## src/rtl/fetch_pkg.sv

```systemverilog
// Shared constants and types for the instruction prefetch queue.
package fetch_pkg;

  // IF/ID latch control encodings.
  localparam logic [1:0] CTR_ADV   = 2'b00;
  localparam logic [1:0] CTR_STALL = 2'b01;
  localparam logic [1:0] CTR_FLUSH = 2'b10;

  localparam logic [31:0] NOP_INSN = 32'h0000_0000;
  localparam logic [31:0] PC_STEP  = 32'd4;

  // One buffered fetch: the address of the following instruction plus the word.
  typedef struct packed {
    logic [31:0] n_pc;
    logic [31:0] isn;
  } fq_entry_t;

  // Fetch addresses are always word aligned.
  function automatic logic [31:0] word_align(input logic [31:0] addr);
    return {addr[31:2], 2'b00};
  endfunction

endpackage

```

## src/rtl/fetch_queue_if.sv

```systemverilog
// Bus bundle between the prefetch queue, instruction memory and the IF/ID latch.
// slave: the fetch_queue side. master: memory / pipeline side.
interface fetch_queue_if;

  logic [1:0]  ctr;
  logic        redirect;
  logic [31:0] redirect_pc;
  logic        imem_req;
  logic [31:0] imem_addr;
  logic        imem_ack;
  logic        imem_rvalid;
  logic [31:0] imem_rdata;
  logic [31:0] isn;
  logic [31:0] n_pc;
  logic        out_valid;
  logic        busy;

  modport slave (
    input  ctr, redirect, redirect_pc, imem_ack, imem_rvalid, imem_rdata,
    output imem_req, imem_addr, isn, n_pc, out_valid, busy
  );

  modport master (
    output ctr, redirect, redirect_pc, imem_ack, imem_rvalid, imem_rdata,
    input  imem_req, imem_addr, isn, n_pc, out_valid, busy
  );

endinterface

```

## src/rtl/fetch_fifo.sv

```systemverilog
// Synchronous FIFO used as the prefetch buffer. Clear has priority over push/pop;
// pointers wrap naturally because DEPTH is a power of two.
module fetch_fifo #(
  parameter int DEPTH = 4,
  parameter int WIDTH = 64
) (
  input  logic                   clk,
  input  logic                   rst,
  input  logic                   push_i,
  input  logic                   pop_i,
  input  logic                   clear_i,
  input  logic [WIDTH-1:0]       din_i,
  output logic [WIDTH-1:0]       dout_o,
  output logic [$clog2(DEPTH):0] count_o,
  output logic                   empty_o
);

  localparam int AW = $clog2(DEPTH);
  localparam int CW = AW + 1;

  logic [WIDTH-1:0] mem_q [DEPTH];
  logic [AW-1:0]    wr_ptr_q, wr_ptr_d;
  logic [AW-1:0]    rd_ptr_q, rd_ptr_d;
  logic [CW-1:0]    count_q, count_d;
  logic             do_push, do_pop;

  // Next pointer and occupancy; a pop on an empty FIFO is ignored.
  always_comb begin
    do_push  = push_i & ~clear_i;
    do_pop   = pop_i & ~clear_i & (count_q != '0);
    wr_ptr_d = wr_ptr_q;
    rd_ptr_d = rd_ptr_q;
    count_d  = count_q;
    if (clear_i) begin
      wr_ptr_d = '0;
      rd_ptr_d = '0;
      count_d  = '0;
    end else begin
      if (do_push) wr_ptr_d = wr_ptr_q + AW'(1);
      if (do_pop)  rd_ptr_d = rd_ptr_q + AW'(1);
      count_d = count_q + CW'(do_push) - CW'(do_pop);
    end
  end

  // Pointer/occupancy registers; overflow means the credit logic upstream is broken.
  always_ff @(posedge clk or negedge rst) begin
    if (!rst) begin
      wr_ptr_q <= '0;
      rd_ptr_q <= '0;
      count_q  <= '0;
    end else begin
      assert (clear_i || !(push_i && !pop_i && count_q == CW'(DEPTH)));
      wr_ptr_q <= wr_ptr_d;
      rd_ptr_q <= rd_ptr_d;
      count_q  <= count_d;
    end
  end

  // Storage array, no reset needed: entries are only read when counted valid.
  always_ff @(posedge clk) begin
    if (do_push) mem_q[wr_ptr_q] <= din_i;
  end

  assign dout_o  = mem_q[rd_ptr_q];
  assign count_o = count_q;
  assign empty_o = (count_q == '0);

endmodule

```

## src/rtl/fetch_queue.sv

```systemverilog
// Instruction prefetch queue between instruction memory and the IF/ID latch.
// Keeps the fetch PC, issues in-order requests under a credit limit, buffers
// returned words with their next-PC, and drops in-flight responses on redirect.
// Optional macro FETCH_QUEUE_BYPASS_EN: a kept response reaching an empty
// queue is presented on the outputs in the same cycle.
module fetch_queue
  import fetch_pkg::*;
#(
  parameter int          DEPTH    = 4,
  parameter logic [31:0] RESET_PC = 32'h0000_0000
) (
  input logic         clk,
  input logic         rst,
  fetch_queue_if.slave bus
);

  localparam int CW = $clog2(DEPTH) + 1;
  // Outstanding/discard can exceed DEPTH after back-to-back redirects with a
  // slow memory, so they get generous headroom.
  localparam int OW = 16;

  logic [31:0]   fetch_pc_q, fetch_pc_d;
  logic [31:0]   resp_pc_q, resp_pc_d;
  logic [31:0]   last_npc_q, last_npc_d;
  logic [OW-1:0] outstanding_q, outstanding_d;
  logic [OW-1:0] discard_q, discard_d;

  logic [CW-1:0] fifo_count;
  logic          fifo_empty;
  logic          fifo_push, fifo_pop;
  fq_entry_t     fifo_head;
  fq_entry_t     resp_entry;
  fq_entry_t     head;

  logic          redir;
  logic [31:0]   redir_pc;
  logic [OW-1:0] in_flight;
  logic          req;
  logic          fire;
  logic          keep;
  logic          byp;
  logic          head_valid;
  logic          pop;

  fetch_fifo #(
    .DEPTH (DEPTH),
    .WIDTH ($bits(fq_entry_t))
  ) u_fifo (
    .clk     (clk),
    .rst     (rst),
    .push_i  (fifo_push),
    .pop_i   (fifo_pop),
    .clear_i (redir),
    .din_i   (resp_entry),
    .dout_o  (fifo_head),
    .count_o (fifo_count),
    .empty_o (fifo_empty)
  );

  // Request credit, response keep/drop, head selection and pop decision.
  always_comb begin
    redir = bus.redirect | (bus.ctr == CTR_FLUSH);
    // A plain flush refetches the first instruction not yet taken by IF/ID.
    redir_pc = bus.redirect ? word_align(bus.redirect_pc) : last_npc_q;

    in_flight = OW'(fifo_count) + outstanding_q - discard_q;
    req       = ~redir & (in_flight < OW'(DEPTH));
    fire      = req & bus.imem_ack;

    // A response in the redirect cycle belongs to the old stream.
    keep = bus.imem_rvalid & (discard_q == '0) & ~redir;

    resp_entry.n_pc = resp_pc_q + PC_STEP;
    resp_entry.isn  = bus.imem_rdata;

`ifdef FETCH_QUEUE_BYPASS_EN
    byp = keep & fifo_empty;
`else
    byp = 1'b0;
`endif

    head_valid = ~fifo_empty | byp;
    head       = fifo_empty ? resp_entry : fifo_head;

    pop       = (bus.ctr == CTR_ADV) & head_valid & ~redir;
    fifo_pop  = pop & ~fifo_empty;
    // A bypassed word consumed this cycle never enters the buffer.
    fifo_push = keep & ~(byp & pop);
  end

  // Next-state for PCs and request bookkeeping counters.
  always_comb begin
    fetch_pc_d    = fetch_pc_q;
    resp_pc_d     = resp_pc_q;
    last_npc_d    = last_npc_q;
    outstanding_d = outstanding_q + OW'(fire) - OW'(bus.imem_rvalid);
    discard_d     = discard_q;

    if (redir) begin
      fetch_pc_d = redir_pc;
      resp_pc_d  = redir_pc;
      last_npc_d = redir_pc;
      // Everything still owed by memory after this cycle is stale.
      discard_d  = outstanding_q - OW'(bus.imem_rvalid);
    end else begin
      if (fire) fetch_pc_d = fetch_pc_q + PC_STEP;
      if (keep) resp_pc_d = resp_pc_q + PC_STEP;
      if (pop)  last_npc_d = head.n_pc;
      if (bus.imem_rvalid && discard_q != '0) discard_d = discard_q - OW'(1);
    end
  end

  // Control state registers.
  always_ff @(posedge clk or negedge rst) begin
    if (!rst) begin
      fetch_pc_q    <= RESET_PC;
      resp_pc_q     <= RESET_PC;
      last_npc_q    <= RESET_PC;
      outstanding_q <= '0;
      discard_q     <= '0;
    end else begin
      assert (!(bus.imem_rvalid && outstanding_q == '0));
      fetch_pc_q    <= fetch_pc_d;
      resp_pc_q     <= resp_pc_d;
      last_npc_q    <= last_npc_d;
      outstanding_q <= outstanding_d;
      discard_q     <= discard_d;
    end
  end

  assign bus.imem_req  = req;
  assign bus.imem_addr = fetch_pc_q;
  assign bus.out_valid = head_valid;
  assign bus.busy      = ~head_valid;
  assign bus.isn       = head_valid ? head.isn : NOP_INSN;
  assign bus.n_pc      = head_valid ? head.n_pc : 32'h0;

endmodule

```

## src/flat_wrapper.sv

```systemverilog
// flat-port wrapper written by rule: the top's interface ports become plain ports
module fetch_queue_flat import fetch_pkg::*;
#(
  parameter int          DEPTH    = 4,
  parameter logic [31:0] RESET_PC = 32'h0000_0000
)
  (clk, rst, bus_ctr, bus_redirect, bus_redirect_pc, bus_imem_ack, bus_imem_rvalid, bus_imem_rdata, bus_imem_req, bus_imem_addr, bus_isn, bus_n_pc, bus_out_valid, bus_busy);
  fetch_queue_if bus_i ();
  input logic clk;
  input logic rst;
  input wire logic [$bits(bus_i.ctr)-1:0] bus_ctr;
  input wire logic [$bits(bus_i.redirect)-1:0] bus_redirect;
  input wire logic [$bits(bus_i.redirect_pc)-1:0] bus_redirect_pc;
  input wire logic [$bits(bus_i.imem_ack)-1:0] bus_imem_ack;
  input wire logic [$bits(bus_i.imem_rvalid)-1:0] bus_imem_rvalid;
  input wire logic [$bits(bus_i.imem_rdata)-1:0] bus_imem_rdata;
  output wire logic [$bits(bus_i.imem_req)-1:0] bus_imem_req;
  output wire logic [$bits(bus_i.imem_addr)-1:0] bus_imem_addr;
  output wire logic [$bits(bus_i.isn)-1:0] bus_isn;
  output wire logic [$bits(bus_i.n_pc)-1:0] bus_n_pc;
  output wire logic [$bits(bus_i.out_valid)-1:0] bus_out_valid;
  output wire logic [$bits(bus_i.busy)-1:0] bus_busy;
  assign bus_i.ctr = bus_ctr;
  assign bus_i.redirect = bus_redirect;
  assign bus_i.redirect_pc = bus_redirect_pc;
  assign bus_i.imem_ack = bus_imem_ack;
  assign bus_i.imem_rvalid = bus_imem_rvalid;
  assign bus_i.imem_rdata = bus_imem_rdata;
  assign bus_imem_req = bus_i.imem_req;
  assign bus_imem_addr = bus_i.imem_addr;
  assign bus_isn = bus_i.isn;
  assign bus_n_pc = bus_i.n_pc;
  assign bus_out_valid = bus_i.out_valid;
  assign bus_busy = bus_i.busy;
  fetch_queue #(.DEPTH(DEPTH), .RESET_PC(RESET_PC)) u_core (.clk(clk), .rst(rst), .bus(bus_i));
endmodule
```

## config.mk

```make
export PLATFORM = sky130hd
export DESIGN_NAME = fetch_queue_flat
export DESIGN_NICKNAME = d
export VERILOG_FILES = /design/src/rtl/fetch_pkg.sv /design/src/rtl/fetch_queue_if.sv /design/src/rtl/fetch_fifo.sv /design/src/rtl/fetch_queue.sv /design/src/flat_wrapper.sv
export SDC_FILE = /design/constraint.sdc
export NUM_CORES = 1
export LEC_CHECK = 0
export ABC_CLOCK_PERIOD_IN_PS = 5310
export CAP_MARGIN = 20
export CORE_ASPECT_RATIO = 0.7
export CORE_MARGIN = 2
export CORE_UTILIZATION = 40
export CTS_BUF_LIST = sky130_fd_sc_hd__clkbuf_8
export DETAILED_ROUTE_END_ITERATION = 12
export HOLD_SLACK_MARGIN = 0.02
export PLACE_DENSITY = 0.6
export SLEW_MARGIN = 25
export SYNTH_ARGS = -nofsm -noshare
export SYNTH_HDL_FRONTEND = slang
export SYNTH_HIERARCHICAL = 1
export SYNTH_SLANG_ARGS = --single-unit
```

## constraint.sdc

```tcl
create_clock -name clk -period 5.31 [get_ports clk]
set_input_delay 0.531 -clock clk [delete_from_list [all_inputs] [get_ports clk]]
set_output_delay 0.531 -clock clk [all_outputs]
set_load 0.05 [all_outputs]
```

==> results.json, run 1 <==
{
  "status": "finished with violations",
  "violations": "negative setup slack",
  "synthXorXnorAreaFrac_pct": 4.028,
  "ys.flop_type": "edfxtp_1",
  "viasPerCell": 5.478,
  "timing.slew.headroom_pct": 38.02,
  "path_delay_family": "simple AND/OR/NAND/NOR gates",
  "antenna_found_initial": 3,
  "finalCritPeriodShare_pct": 107.2,
  "worstSetupStartpoint": "u_core/u_fifo/count_o[1]",
  "grt_max_degree": 67,
  "die_h_um": 186.5,
  "power_mw": 9.756,
  "critPathLaunchType": "flop",
  "yosysSeqAreaShare_pct": 57.85,
  "worst-path-buf-inv": 5,
  "drv_cap": 0,
  "synthAdderAreaFrac_pct": 4.823,
  "criticalPathCategory": "reg -> reg",
  "htree_levels": 2,
  "r2r_slack_ns": -0.38,
  "drc": 0,
  "overflow": 0,
  "period_needed_ns": 5.692,
  "worst_path_max_delay_cell": "fa_1",
  "port_buffers": 167,
  "wl_um": 49990,
  "crit_path_end_kind": "flop",
  "rsz0062_at_grt": "yes",
  "synthSimpleGateAreaFrac_pct": 10.72,
  "dp.cells": 2249,
  "grt.total_usage_pct": 20.07,
  "synthCells": 1494,
  "clock.fmax_mhz": 175.7,
  "skew_ns": 0.02581,
  "synth_top_family_by_area": "compound AO/OA/AOI/OAI gates",
  "syn_nets": 1636,
  "final_antenna_net_count": 0,
  "r2r-end": "u_core/outstanding_q[12]",
  "fin_area_um2": 23030,
  "place_congestion": 0.8592,
  "tightest_slew_ns": 0.9298,
  "cp_max_fo": 4,
  "dieArea_um2": 49390,
  "power_density_nw_per_um2": 423.7,
  "muxShareOfSynthArea_pct": 8.004,
  "clkTransAtPathRegs_ns": 0.07,
  "grt_pass1_vias": 12820,
  "ios": 170,
  "crit-reg2reg-launch": "u_core/u_fifo/count_o[1]",
  "finalSetupViolations": 6,
  "rr_worst_depth": 25,
  "core_area_um2": 46740,
  "cp.arrival_ns": 6.23,
  "cp.depth": 25,
  "cts_tree": "done",
  "nNetsFinal": 1853,
  "fillers": 4142,
  "rows": 66,
  "drt_iter0_markers": 1151,
  "hold_viol": 0,
  "cts_buffers": 61,
  "synth-seq-cells": 389,
  "hold_class": "in -> async",
  "num_vias": 13020,
  "insertion_delay_ns": 0.66,
  "synth_cell_types": 72,
  "dr.pass1.iters": 5,
  "grt_pass1_wl_um": 76630,
  "synth_edf_count": 256,
  "synth_compound_area_share_pct": 11.26,
  "initial_core_util_pct": 40.74,
  "synth.top_cells.by_area": "edfxtp_1 40%, dfrtp_1 17%, mux4_2 7.6%, ha_1 4.4%, xnor2_1 2.8%",
  "netlist.area_leader.share_pct": 40.37,
  "maxSlewViolCount": 0,
  "ys_warn_count": 6,
  "root_buffer": "clkbuf_8",
  "critPathRequiredTime_ns": 5.84,
  "instances_no_fill": 2376,
  "areaGrowthSynthToFinish_pct": 20.93,
  "critPathCapture": "u_core/outstanding_q[12]",
  "slowest_delay_ns": 0.54,
  "fp.dieW_um": 264.8,
  "wl_per_cell_um": 21.04,
  "power.leakage_nw": 8.479,
  "cts_buffer_depth": 3,
  "syn_avg_cell_area_um2": 12.74,
  "setup_tns_ns": -1.337,
  "post-route-util_pct": 49.26,
  "dpl_cell_area_um2": 21590,
  "async_reset_ff_share_pct": 34.19,
  "cts_sinks": 389,
  "drive_above_1_share_pct": 14.42,
  "synth_area_um2": 19040,
  "fin_ws_ns": -0.3817,
  "ir_drop_mv": 0.2034,
  "yosysTopAreaCell": "edfxtp_1",
  "hpwl_um": 33330
}
## cell families (layout without fill, tap and decap cells)
logic type / Yosys count / after routing
AOI/OAI and AO/OA: 329 / 329
xor gates and xnor gates: 86 / 86
adders and majority gates: 71 / 71
buffers and inverters: 139 / 407
DFF: 389 / 389
muxes: 72 / 72
other: 0 / 2
and+or+nand+nor: 408 / 408
## routing by layer
metal	GRT usage, %	vias up	part of all wire [%]	routed length [µm]
met5	0	-	0.040	20
met4	5.193	2	2.0	1005
met3	3.286	71	5.4	2685
met2	31.80	361	46	23170
met1	28.89	6557	46	23110
li1	-	6024	-	-
## flip-flops by register name, summed over array words and instances (netlist names)
name and flops:
u_core/bus.imem_addr 31, u_core/discard_q 16, u_core/last_npc_q 32, u_core/outstanding_q 16, u_core/resp_pc_q 31, u_core/u_fifo/count_o 3
u_core/u_fifo/mem_q 256, u_core/u_fifo/rd_ptr_q 2, u_core/u_fifo/wr_ptr_q 2
## metrics by stage
stage | setup slack, ns | hold slack, ns
floorplan | -0.1881 | 0.2354
global placement | -0.1699 | 0.4760
detailed placement | -0.2630 | 0.4933
CTS | -0.1833 | 0.3738
global route | -0.5158 | 0.4388
finish | -0.3817 | 0.4066
## where the power goes
part	total (mW)	leakage (nW)	internal, mW	switching, mW
Clock	2.56	0.742	1.34	1.22
Sequential	3.72	3.97	3.47	0.247
Combinational	3.48	3.77	1.55	1.93
## timing repair
action                     in CTS  in global routing
setup endpoints to repair       5                  8
resized for setup               4                 13
hold buffers                    1                  0
buffers inserted                3                  6
hold endpoints to repair       42                  0
pin swaps                       0                 18
## final cells by class
type                    instances  area [µm²]  share of cell area (%)
diodes                          2       5.005                 0.02174
clock buffers                  72       991.0                   4.304
clock inverters                42       251.5                   1.092
inverters                      66       247.7                   1.076
multi-input cells             966        7545                   32.77
flip-flops and latches        389       11020                   47.87
well taps                     612       765.7                   3.326
repair buffers                227        2198                   9.547
## worst register-to-register path: stages (launching register included)
cell and delay, ns:
dfrtp_2 0.37, inv_2 0.04, fa_1 0.54, inv_2 0.05, ha_4 0.20, and3b_1 0.19
or4_4 0.51, a311oi_4 0.41, mux2i_1 0.24, nand4_1 0.16, nor4_4 0.36, nand3_2 0.15
ha_4 0.29, inv_2 0.04, ha_4 0.16, fa_2 0.39, nand2b_1 0.10, a21oi_2 0.06
nor2_2 0.14, o21bai_2 0.11, a221o_1 0.41, a31oi_4 0.24, buf_4 0.14, buf_4 0.10
a211oi_1 0.07, xnor2_1 0.14
## how the worst min path moves through the flow
stage	end	slack, ns	cells past startpoint
finish	u_core/bus.imem_addr[5]	0.41	2
global route	u_core/last_npc_q[9]	0.44	2
CTS	u_core/last_npc_q[9]	0.37	2
floorplan	u_core/bus.imem_addr[10]	0.24	0
global placement	u_core/bus.imem_addr[1]	0.48	1
detailed placement	u_core/bus.imem_addr[1]	0.49	1
## cell usage in the layout, fill, tap and decap left out, drive strengths merged, types with 3 or more instances in the layout
cell type | synthesis | layout
a211oi | 4 | 4
a21oi | 85 | 85
and3 | 21 | 21
and3b | 3 | 3
buf | 20 | 61
nand4 | 17 | 17
nor3 | 16 | 16
mux4 | 64 | 64
mux2i | 6 | 6
or3 | 4 | 4
xor2 | 24 | 24
ha | 67 | 67
nor4 | 8 | 8
nand3 | 50 | 50
nor2b | 75 | 75
and2 | 8 | 8
nor2 | 96 | 96
a2bb2oi | 26 | 26
a21o | 5 | 5
clkbuf | 53 | 72
o21ai | 100 | 100
fa | 4 | 4
a21boi | 5 | 5
o21bai | 3 | 3
nand2 | 89 | 89
inv | 66 | 95
xnor2 | 61 | 61
a22o | 8 | 8
o31ai | 5 | 5
o21a | 7 | 7
edfxtp | 256 | 256
clkinv | 0 | 11
o22a | 5 | 5
nand2b | 10 | 10
a22oi | 49 | 49
clkdlybuf4s50 | 0 | 164
a31oi | 7 | 7
dfrtp | 133 | 133
## cells in the mapped netlist (50+ instances only)
cell type / number
clkbuf_1: 53
nor2_1: 96
o21ai_0: 55
xnor2_1: 61
ha_1: 67
nand3_1: 50
a21oi_1: 83
nand2_1: 89
dfrtp_1: 133
inv_1: 65
mux4_2: 64
nor2b_1: 75
edfxtp_1: 256
No activity file was read; power rests on OpenSTA's default activity.
==> run 2, diff against run 1 <==
- PLACE_DENSITY: 0.6 -> 0.69
==> results.json, run 2 (same netlist as run 1, synthesis figures left out) <==
{
  "final_cell_mix": "256 x edfxtp_1, 165 x clkdlybuf4s50_1, 130 x dfrtp_1",
  "grt_pass1_vias": 13130,
  "ios": 170,
  "tightest_slew_ns": 1.075,
  "cts_tree": "done",
  "reg_top3": "u_core/u_fifo/mem_q: 256 flops, u_core/last_npc_q: 32 flops",
  "skew_ns": 0.03947,
  "antenna_found_initial": 2,
  "num_vias": 13110,
  "wl_per_cell_um": 20.82,
  "viasPerCell": 5.529,
  "drive_above_1_share_pct": 14.40,
  "instances_no_fill": 2371,
  "worstPathCellList": "inv_2 > fa_1 > inv_2 > ha_4 > and3b_1 > or4_4 > a311oi_4 > mux2i_1 > nand4_1 > nor4_4 > nand3_2 > ha_4 > inv_2 > ha_4 > fa_2 > nand2b_1 > a21oi_2 > nor2_4 > o21bai_4 > a221o_1 > a31oi_4 > a2111oi_4 > nor4b_2 > a211oi_1",
  "overflow": 0,
  "criticalPathCategory": "reg -> reg",
  "drv_cap": 0,
  "slowest_delay_ns": 0.55,
  "root_buffer": "clkbuf_8",
  "power_density_nw_per_um2": 424.2,
  "critPathLaunchType": "flop",
  "post-route-util_pct": 49.08,
  "period_needed_ns": 5.502,
  "power_mw": 9.730,
  "cts_buffers": 60,
  "cp.arrival_ns": 6.00,
  "areaGrowthSynthToFinish_pct": 20.48,
  "drc": 0,
  "fin_ws_ns": -0.1919,
  "port_buffers": 167,
  "insertion_delay_ns": 0.66,
  "dieArea_um2": 49390,
  "wl_um": 49350,
  "finalCritPeriodShare_pct": 103.6,
  "power.leakage_nw": 8.407,
  "regMostFlops": "u_core/u_fifo/mem_q",
  "grt_max_degree": 90,
  "rsz0062_at_grt": "yes",
  "hold_viol": 0,
  "crit_path_end_kind": "flop",
  "layout_commonest_cell": "edfxtp_1",
  "critPathRequiredTime_ns": 5.81,
  "fp.dieW_um": 264.8,
  "cp_max_fo": 2,
  "htree_levels": 2,
  "grt_pass1_wl_um": 75970,
  "dpl_worst_slack_ns": -0.4480,
  "violations": "negative setup slack",
  "status": "finished with violations",
  "dp.cells": 2247,
  "cts_sinks": 389,
  "timing.slew.headroom_pct": 28.19,
  "final_antenna_net_count": 0,
  "rows": 66,
  "hpwl_um": 32750,
  "grt.total_usage_pct": 19.81,
  "hold_class": "in -> reg",
  "initial_core_util_pct": 40.74,
  "cts_buffer_depth": 3,
  "die_h_um": 186.5,
  "drt_iter0_markers": 1180,
  "place_congestion": 0.8427,
  "clock.fmax_mhz": 181.8,
  "core_area_um2": 46740,
  "finalSetupViolations": 2,
  "nNetsFinal": 1848,
  "dr.pass1.iters": 5,
  "worst_path_max_delay_cell": "fa_1",
  "setup_tns_ns": -0.2348,
  "largest_register_ffs": 256,
  "ir_drop_mv": 0.2371,
  "maxSlewViolCount": 0,
  "clkTransAtPathRegs_ns": 0.06
}
[run 2: changes by cell type in the layout (fill, tap and decap cells not counted), sizes merged]
| cell | delta |
|---|---|
| clkinv | +3 |
| clkdlybuf4s50 | +1 |
| clkinvlp | +2 |
| bufinv | -1 |
| inv | +2 |
| buf | -4 |
| dlymetal6s2s | -1 |
| clkbuf | -7 |
[run 2: path summary, 6_finish.rpt]
kind | from | endpoint | slack [ns] | depth (start not counted)
min | bus_redirect_pc[10] | u_core/last_npc_q[10] | 0.49 | 3
max reg2reg | u_core/outstanding_q[1] | u_core/outstanding_q[14] | -0.19 | 24
max in group asynchronous | rst | u_core/resp_pc_q[9] | 3.52 | 3
min in group asynchronous | rst | u_core/bus.imem_addr[3] | 0.53 | 2
min reg2reg | u_core/last_npc_q[1] | u_core/bus.imem_addr[1] | 0.52 | 1
max | u_core/outstanding_q[1] | u_core/outstanding_q[14] | -0.19 | 24
[run 2: critical path: cells and delay by family (launching register included)]
kind | cells | cell delay (ns)
buf+inv | 3 | 0.14
mux | 1 | 0.30
simple gates | 8 | 1.71
flops | 1 | 0.36
fa+ha+maj | 5 | 1.55
compound gates | 7 | 1.29
[run 2: where the power goes]
group,internal (mW),switching (mW)
clock,1.19,1.21
combinational,1.61,2.00
sequential,3.47,0.246
total,6.27,3.46
[run 2: final cells by class]
class	count	area, µm²
Antenna cell	2	5.005
Clock buffer	65	894.6
Clock inverter	48	254.0
Fill cell	4116	23800
Inverter	66	247.7
Multi-Input combinational cell	966	7627
Sequential cell	389	11020
Tap cell	612	765.7
Timing Repair Buffer	223	2123
[run 2: timing repair]
| action | CTS | global route |
|---|---|---|
| endpoints found under the setup margin | 6 | 8 |
| buffers inserted | 5 | 4 |
| pin swaps | 17 | 15 |
| hold endpoints to repair | 86 | 0 |
| hold buffers | 1 | 0 |
| resized for setup | 19 | 12 |
| gates cloned | 0 | 0 |
[run 2: metrics by stage]
| step | area [µm²] | hold WS (ns) |
|---|---|---|
| 6_report | 22940 | 0.4919 |
| 5_1_grt | 22940 | 0.5081 |
| 4_1_cts | 22840 | 0.4747 |
| 3_5_place_dp | 21530 | 0.5031 |
| 3_3_place_gp | 21530 | 0.4733 |
| 2_1_floorplan | 19060 | 0.2354 |
[run 2: metal layers]
metal / wire, µm / GRT usage, % / vias up
met5: 0 / 0 / -
met3: 3797 / 4.025 / 89
met1: 21710 / 28.21 / 6517
met4: 1351 / 6.193 / 0
li1: - / - / 6006
met2: 22500 / 30.66 / 497
